`src/rtl/minmax_pkg.sv`:
```
// Shared types and defaults for the min/max window controller and its compare unit.
package minmax_pkg;

    localparam int DATA_W_DEF  = 32;
    localparam int WIN_LEN_DEF = 8;

    typedef enum logic [1:0] {
        ST_IDLE   = 2'd0,
        ST_CLEAR  = 2'd1,
        ST_ACCEPT = 2'd2,
        ST_DONE   = 2'd3
    } state_t;

endpackage

```
`src/rtl/minmax_cmp_unit.sv`:
```
// Unsigned compare deciding whether an incoming sample replaces the datapath min and/or max.
module minmax_cmp_unit
    import minmax_pkg::*;
#(
    parameter int DATA_W = DATA_W_DEF
) (
    input  logic [DATA_W-1:0] in_data,
    input  logic [DATA_W-1:0] dp_min,
    input  logic [DATA_W-1:0] dp_max,
    input  logic              first,
    output logic              min_ld,
    output logic              max_ld
);

    // The first sample of a window seeds both registers; equal values never load.
    always_comb begin
        min_ld = first || (in_data < dp_min);
        max_ld = first || (in_data > dp_max);
    end

endmodule

```
`src/rtl/minmax_window_ctrl.sv`:
```
// Window sequencer: groups WIN_LEN handshaked samples, drives the min/max datapath enables,
// and holds the window result until the consumer takes it.
//
// state  | meaning
// IDLE   | waiting for start
// CLEAR  | one-cycle datapath clear, sample counter reset
// ACCEPT | taking samples, loading min/max as needed
// DONE   | result presented until res_ready
module minmax_window_ctrl
    import minmax_pkg::*;
#(
    parameter int DATA_W  = DATA_W_DEF,
    parameter int WIN_LEN = WIN_LEN_DEF,
    parameter int CNT_W   = $clog2(WIN_LEN + 1)
) (
    input  logic              clk,
    input  logic              rst,
    input  logic              start,
    input  logic              abort,
    input  logic              in_valid,
    output logic              in_ready,
    input  logic [DATA_W-1:0] in_data,
    output logic              dp_clr,
    output logic              dp_min_ld,
    output logic              dp_max_ld,
    output logic [DATA_W-1:0] dp_data,
    input  logic [DATA_W-1:0] dp_min,
    input  logic [DATA_W-1:0] dp_max,
    output logic              res_valid,
    input  logic              res_ready,
    output logic [DATA_W-1:0] res_min,
    output logic [DATA_W-1:0] res_max,
    output logic              busy,
    output logic [15:0]       win_cnt
);

    localparam logic [CNT_W-1:0] CNT_LAST = CNT_W'(WIN_LEN - 1);

    state_t           state;
    state_t           state_next;
    logic [CNT_W-1:0] cnt;
    logic             take;
    logic             cmp_min_ld;
    logic             cmp_max_ld;

    // Abort wins over a same-cycle handshake, so the sample is neither loaded nor counted.
    assign take = (state == ST_ACCEPT) && in_valid && !abort;

    minmax_cmp_unit #(
        .DATA_W (DATA_W)
    ) u_cmp (
        .in_data (in_data),
        .dp_min  (dp_min),
        .dp_max  (dp_max),
        .first   (cnt == '0),
        .min_ld  (cmp_min_ld),
        .max_ld  (cmp_max_ld)
    );

    always_ff @(posedge clk or posedge rst) begin
        if (rst) begin
            state <= ST_IDLE;
        end else begin
            state <= state_next;
        end
    end

    always_comb begin
        state_next = state;
        case (state)
            ST_IDLE: begin
                if (start) state_next = ST_CLEAR;
            end
            ST_CLEAR: begin
                state_next = abort ? ST_IDLE : ST_ACCEPT;
            end
            ST_ACCEPT: begin
                if (abort) begin
                    state_next = ST_IDLE;
                end else if (take && (cnt == CNT_LAST)) begin
                    state_next = ST_DONE;
                end
            end
            ST_DONE: begin
                if (res_ready) state_next = start ? ST_CLEAR : ST_IDLE;
            end
            default: state_next = ST_IDLE;
        endcase
    end

    always_comb begin
        in_ready  = (state == ST_ACCEPT);
        dp_clr    = (state == ST_CLEAR);
        dp_min_ld = take && cmp_min_ld;
        dp_max_ld = take && cmp_max_ld;
        dp_data   = in_data;
        res_valid = (state == ST_DONE);
        res_min   = res_valid ? dp_min : '0;
        res_max   = res_valid ? dp_max : '0;
        busy      = (state != ST_IDLE);
    end

    // The last sample wraps the counter to 0 so it stays within 0..WIN_LEN-1.
    always_ff @(posedge clk or posedge rst) begin
        if (rst) begin
            cnt <= '0;
        end else if (state == ST_CLEAR) begin
            cnt <= '0;
        end else if (take) begin
            cnt <= (cnt == CNT_LAST) ? '0 : cnt + 1'b1;
        end
    end

    always_ff @(posedge clk or posedge rst) begin
        if (rst) begin
            win_cnt <= '0;
        end else if ((state == ST_DONE) && res_ready && (win_cnt != 16'hFFFF)) begin
            win_cnt <= win_cnt + 16'd1;
        end
    end

endmodule
```
`config.mk`:
```
export PLATFORM = sky130hd
export DESIGN_NAME = minmax_window_ctrl
export DESIGN_NICKNAME = d
export VERILOG_FILES = /design/src/rtl/minmax_pkg.sv /design/src/rtl/minmax_cmp_unit.sv /design/src/rtl/minmax_window_ctrl.sv
export SDC_FILE = /design/constraint.sdc
export NUM_CORES = 1
export LEC_CHECK = 0
export CAP_MARGIN = 20
export CORE_MARGIN = 4
export CORE_UTILIZATION = 38
export DETAILED_ROUTE_END_ITERATION = 6
export GPL_ROUTABILITY_DRIVEN = 0
export GPL_TIMING_DRIVEN = 0
export PLACE_DENSITY = 0.86
export SETUP_SLACK_MARGIN = 0.02
export SLEW_MARGIN = 20
export SYNTH_ARGS = -nofsm -noshare
export SYNTH_HDL_FRONTEND = slang
export SYNTH_SLANG_ARGS = --single-unit
```
`constraint.sdc`:
```
create_clock -name clk -period 2.65 [get_ports clk]
set_clock_uncertainty 0.2 [all_clocks]
set_input_delay 0.3975 -clock clk [delete_from_list [all_inputs] [get_ports clk]]
set_output_delay 0.3975 -clock clk [all_outputs]
set_load 0.01 [all_outputs]
```
* Word level (Yosys, flattened, before mapping) *
Index checks and enable logic that the tools add are counted.

storage, ports and cells
  register bits = 22
  input bits = 102
  output and inout port bits = 118
  logic and storage cells = 42

operators by class
  add/sub/neg operators = 2
  $lt $le $gt $ge = 2
  equal/unequal tests = 8
  muxes and demuxes = 12
  reduce and logical (&&, ||, !) cells = 15

operator list
  kind                     count
  $mux W32                 2
  $gt A32 B32 Y1           1
  $lt A32 B32 Y1           1
  $add A16 B1 Y16 const B  1
  $ne A16 B16 Y1 const B   1
  $mux W4                  3
  $mux W2                  5
  $pmux W2 S4              1
  $logic_and A1 B1 Y1      7
  $add A4 B1 Y4 const B    1
  $eq A2 B2 Y1 const B     2
  $eq A4 B3 Y1 const B     1
  $logic_not A4 Y1         1
  $reduce_bool A2 Y1       2
  $ne A3 B2 Y1 const B     1
  $reduce_and A3 Y1        1
  $eq A2 B1 Y1 const B     1
  $logic_not A2 Y1         1
  $logic_or A1 B1 Y1       2
  $ne A2 B1 Y1 const B     1
  $ne A2 B2 Y1 const B     1
  $logic_not A1 Y1         1
  $mux W1                  1

* Longest topological paths before layout *
Gate-level depths: netlist of the first run.

  depth in word-level cells = 7
  mapped depth = 9
  depth with buffers taken out = 8

* By module *
A second synthesis of the first run with hierarchy kept.

unflattened totals
  cell total of the unflattened synthesis = 444
  area total of the unflattened synthesis = 3520.9 µm²

modules (own cells, without submodules)
  module              instances  cells each  area each (µm²)  seq. area each (µm²)
  minmax_window_ctrl  1          225         1920.6           550.5
  minmax_cmp_unit     1          219         1600.3           0.0

* Worst setup path after synthesis of the first run *
Ideal clock, no wire load.

  path kind = input port to output port
  start point = input dp_min[25]
  end point = output dp_min_ld
  data arrival time = 1.663 ns
  data required time = 2.053 ns
  setup slack = 0.389 ns
  stages on the path = 8
  buffers on the path = 0
  path through = inv_1 > ha_1 > a21oi_1 > o21ai_0 > a221oi_1 > o2111a_1 > o311ai_0 > nand2_1

between the ends
  cells in the longest elaborated chain, start to end = 3

RTL lines
  item                 RTL line                  RTL
  start, declared      minmax_window_ctrl.sv:27  input logic [DATA_W-1:0] dp_min,
  $lt A32 B32 Y1       minmax_cmp_unit.sv:17     min_ld = first || (in_data < dp_min);
  $logic_or A1 B1 Y1   minmax_cmp_unit.sv:17
  $logic_and A1 B1 Y1  minmax_window_ctrl.sv:94  dp_min_ld = take && cmp_min_ld;
  end, declared        minmax_window_ctrl.sv:24  output logic dp_min_ld,

No other way between the ends.

* Final worst setup path of the first run *
  start point = input in_data[13]
  end point = output dp_max_ld

between the ends
  cells in the longest elaborated chain, start to end = 3

RTL lines
  item                 RTL line                  RTL
  start, declared      minmax_window_ctrl.sv:22  input logic [DATA_W-1:0] in_data,
  $gt A32 B32 Y1       minmax_cmp_unit.sv:18     max_ld = first || (in_data > dp_max);
  $logic_or A1 B1 Y1   minmax_cmp_unit.sv:18
  $logic_and A1 B1 Y1  minmax_window_ctrl.sv:95  dp_max_ld = take && cmp_max_ld;
  end, declared        minmax_window_ctrl.sv:25  output logic dp_max_ld,

No other way between the ends.

==> impl_results.md, run 1 <==
* CTS Buffer Depth at 2
* IO Count at 220
* Hold Path Class: flip-flop to flip-flop
* CTS Sinks at 22
* Synth top area share at 0.2426
* Total of warnings raised by yosys at 0
* Fin nets at 841
* Post-synth EDFFs at 0
* Core footprint at 8721 um2
* Chip height at ~100 um
* Site Rows at 34
* Syn Area/Cell at 7.685 um2
* First drt pass iteration count at 5
* Initial antenna violation count at 3
* Worst Hold Endpoint: win_cnt[11]$_DFFE_PP0P_
* Critical path class: input port to primary output
* Setup crit start kind: input port
* Via count at 4273
* Fin crit share at 0.9976
* DR WL/cell at 19.47 um
* DRT antenna net count at 0
* Max-slew headroom at 0.4089
* Fin. Hold Viols at 0
* Post-synthesis sequential area ratio at 0.1617
* Max IR drop VDD at between 0.4 and 0.5 mV
* Cell Pwr Density at 409.0 nW/um2
* Cells on Worst Hold Path at 1
* Critical Path AT at 2.05 ns
* Register bit count reported by yosys at 22
* Commonest non-fill, non-tap cells in the layout: clkdlybuf4s50_1, and3_1, ha_4, inv_2
* Crit end category: primary output
* Most common cell after layout, fill and taps aside: clkdlybuf4s50_1
* Skew-Pair Late Insertion Delay at about 0.27 ns
* Post-synth ARST share at 1.000
* Worst Tran Pin Value at 0.8857 ns
* Die Width at between 100 and 150 um
* Post-Syn Area at 3405 um2
* Synth top area cells: ha_1, dfrtp_1, and3_1
* Worst reg2reg path startpoint: state[1]$_DFFE_PP0P_
* Multi-input gate area at 3087 um2
* Area of the die at 10540 um2
* Pin count of the biggest net entering global routing at 23
* Hold_sp: win_cnt[11]$_DFFE_PP0P_
* Initial Util at 0.3904
* Synth area leader: ha_1
* Overflow after GRT at 0
* Final setup violation count at 0
* Max Cap Viol at 0
* Tmin final at approximately 2.6 ns
* H-tree Lvls at 1
* Critical path required time at 2.05 ns
* Mapped Cells at about 440
* CP Max Fanout at 3
* Main synth FF type: dfrtp_1
* Hold_ws at 0.3036 ns
* First-pass GRT wire length at roughly 21000 um
* Final wirelength at 15250 um
* R2R depth at 6
* RSZ-0062 raised after global routing: true
* Number of DRC markers in iteration 0 at 200
* TritonCTS clock tree: yes
* Layout cell share with drive strength beyond 1 at 0.3393
* Outcome: complete, no violations
* Worst r2r dst: win_cnt[11]$_DFFE_PP0P_
* HPWL after detailed placement at 11420 um
* I/O Buffers at between 200 and 250
* Number of remaining DRC errors at 0
* Via/cell ratio at ~5.5
* Num CTS Buffers at 3
* CTS root buf: clkbuf_8
* Setup TNS at 0 ns
* Vias in the first global route at 4240
* Area Growth Syn to Fin at 91.29%
* Register area at 551.8 um2
* Reg2reg setup slack at between 0.5 and 0.6 ns
* Filler cell count at 574
* Total Power at 2663 uW
* Total GRT Usage at 0.2516
* Worst-path clk slew at approximately 0.080 ns
* Max-slew violations at 0
* Synth unique cells at 41
* DP Cell Count at 770
* Synth Net Count at 611
* Max Fclk at 378.3 MHz
* Non-Filler Instances at 783
* Leakage at roughly 0.0033 uW
==> cells in the mapped netlist, drive strengths merged (5+ instances only) <==
master / count
a21oi: 28
nor2: 13
and3: 67
ha: 66
clkbuf: 16
nand4: 15
buf: 32
inv: 71
nand2: 27
xor2: 6
nor3: 5
nand3: 11
nor2b: 5
xnor2: 10
dfrtp: 22
o21ai: 10
==> registers in the layout, indices dropped and copies added (netlist names) <==
signal,count
cnt,4
state,2
win_cnt,16
==> routing by layer <==
metal | vias up | track usage | wire length, um
met5 | - | 0 | 0
met4 | 0 | 0.09788 | 593
met3 | 45 | 0.04398 | 1027
met2 | 199 | 0.4662 | 7905
met1 | 2054 | 0.2841 | 5722
li1 | 1975 | - | -
==> worst max-delay path, stage by stage <==
cell	delay, ns
dlygate4sd2_1	0.35
ha_4	0.25
a21o_1	0.17
a21oi_1	0.11
nor2b_1	0.08
o41ai_2	0.37
a21oi_1	0.14
buf_2	0.18
==> per-stage QoR <==
stage                       util  setup slack, ns  cell area (um2)
after floorplan                -           0.3894             3405
after global placement    0.6572          -0.9807             5732
after detailed placement  0.6572          -0.9873             5732
after CTS                 0.7060         -0.05382             6157
after global routing      0.7468         -0.05017             6513
final                     0.7468         0.006482             6513
==> report_power, final <==
part           switching (uW)  total [uW]  internal [uW]
combinational             972        1900            928
sequential               64.8         448            383
clock                     113         315            202
total                    1150        2660           1510
==> layout make-up <==
type,count,area share
Buffer,47,0.04745
Clock inverter,1,0.004611
Clock buffer,3,0.006340
Multi-Input combinational cell,302,0.4740
Antenna cell,3,0.001153
Tap cell,108,0.02075
Sequential cell,22,0.08473
Timing Repair Buffer,226,0.3201
Inverter,71,0.04092
==> worst max-delay path by stage <==
| stage | depth (start not counted) | endpoint | slack [ns] | startpoint |
|---|---|---|---|---|
| finish | 8 | dp_max_ld | 0.006 | in_data[13] |
| global route | 10 | dp_min_ld | -0.05 | dp_min[30] |
| CTS | 10 | dp_min_ld | -0.05 | dp_min[9] |
| detailed placement | 9 | dp_min_ld | -0.99 | in_data[27] |
| global placement | 9 | dp_min_ld | -0.98 | in_data[25] |
| floorplan | 8 | dp_min_ld | 0.39 | dp_min[25] |
==> what timing repair did <==
action / 4_1_cts / 5_1_grt
gates resized for setup: 182 / 182
setup buffers: 4 / 3
setup endpoints to repair: 28 / 30
pin swaps: 49 / 47
hold buffers: 0 / 0
==> logic make-up (layout without fill, tap and decap cells) <==
family	Yosys count	in the layout	share of synthesized area
other cells	0	3	0
buf+inv	119	348	0.1668
mux	2	2	0.007349
fa+ha+maj	66	66	0.2426
compound gates	58	58	0.1092
flops	22	22	0.1617
xor+xnor	16	16	0.04116
simple gates	160	160	0.2712
No activity file was read; power rests on OpenSTA's default activity.
==> run 2: changes to the inputs <==
--- a/config.mk
+++ b/config.mk
@@ -8,6 +8,7 @@
 export CAP_MARGIN = 20
 export CORE_MARGIN = 4
 export CORE_UTILIZATION = 38
+export CTS_CLUSTER_SIZE = 30
 export DETAILED_ROUTE_END_ITERATION = 6
 export GPL_ROUTABILITY_DRIVEN = 0
 export GPL_TIMING_DRIVEN = 0
==> results of run 2 <==
Final layout, timing and power as in run 1 (identical DEF).
==> run 3: changes to the inputs <==
--- a/config.mk
+++ b/config.mk
@@ -12,9 +12,11 @@
 export DETAILED_ROUTE_END_ITERATION = 6
 export GPL_ROUTABILITY_DRIVEN = 0
 export GPL_TIMING_DRIVEN = 0
+export HOLD_SLACK_MARGIN = 0.1
 export PLACE_DENSITY = 0.86
 export SETUP_SLACK_MARGIN = 0.02
 export SLEW_MARGIN = 20
 export SYNTH_ARGS = -nofsm -noshare
 export SYNTH_HDL_FRONTEND = slang
 export SYNTH_SLANG_ARGS = --single-unit
+export TNS_END_PERCENT = 30
==> results of run 3 <==
Final layout, timing and power as in run 1 (identical DEF).
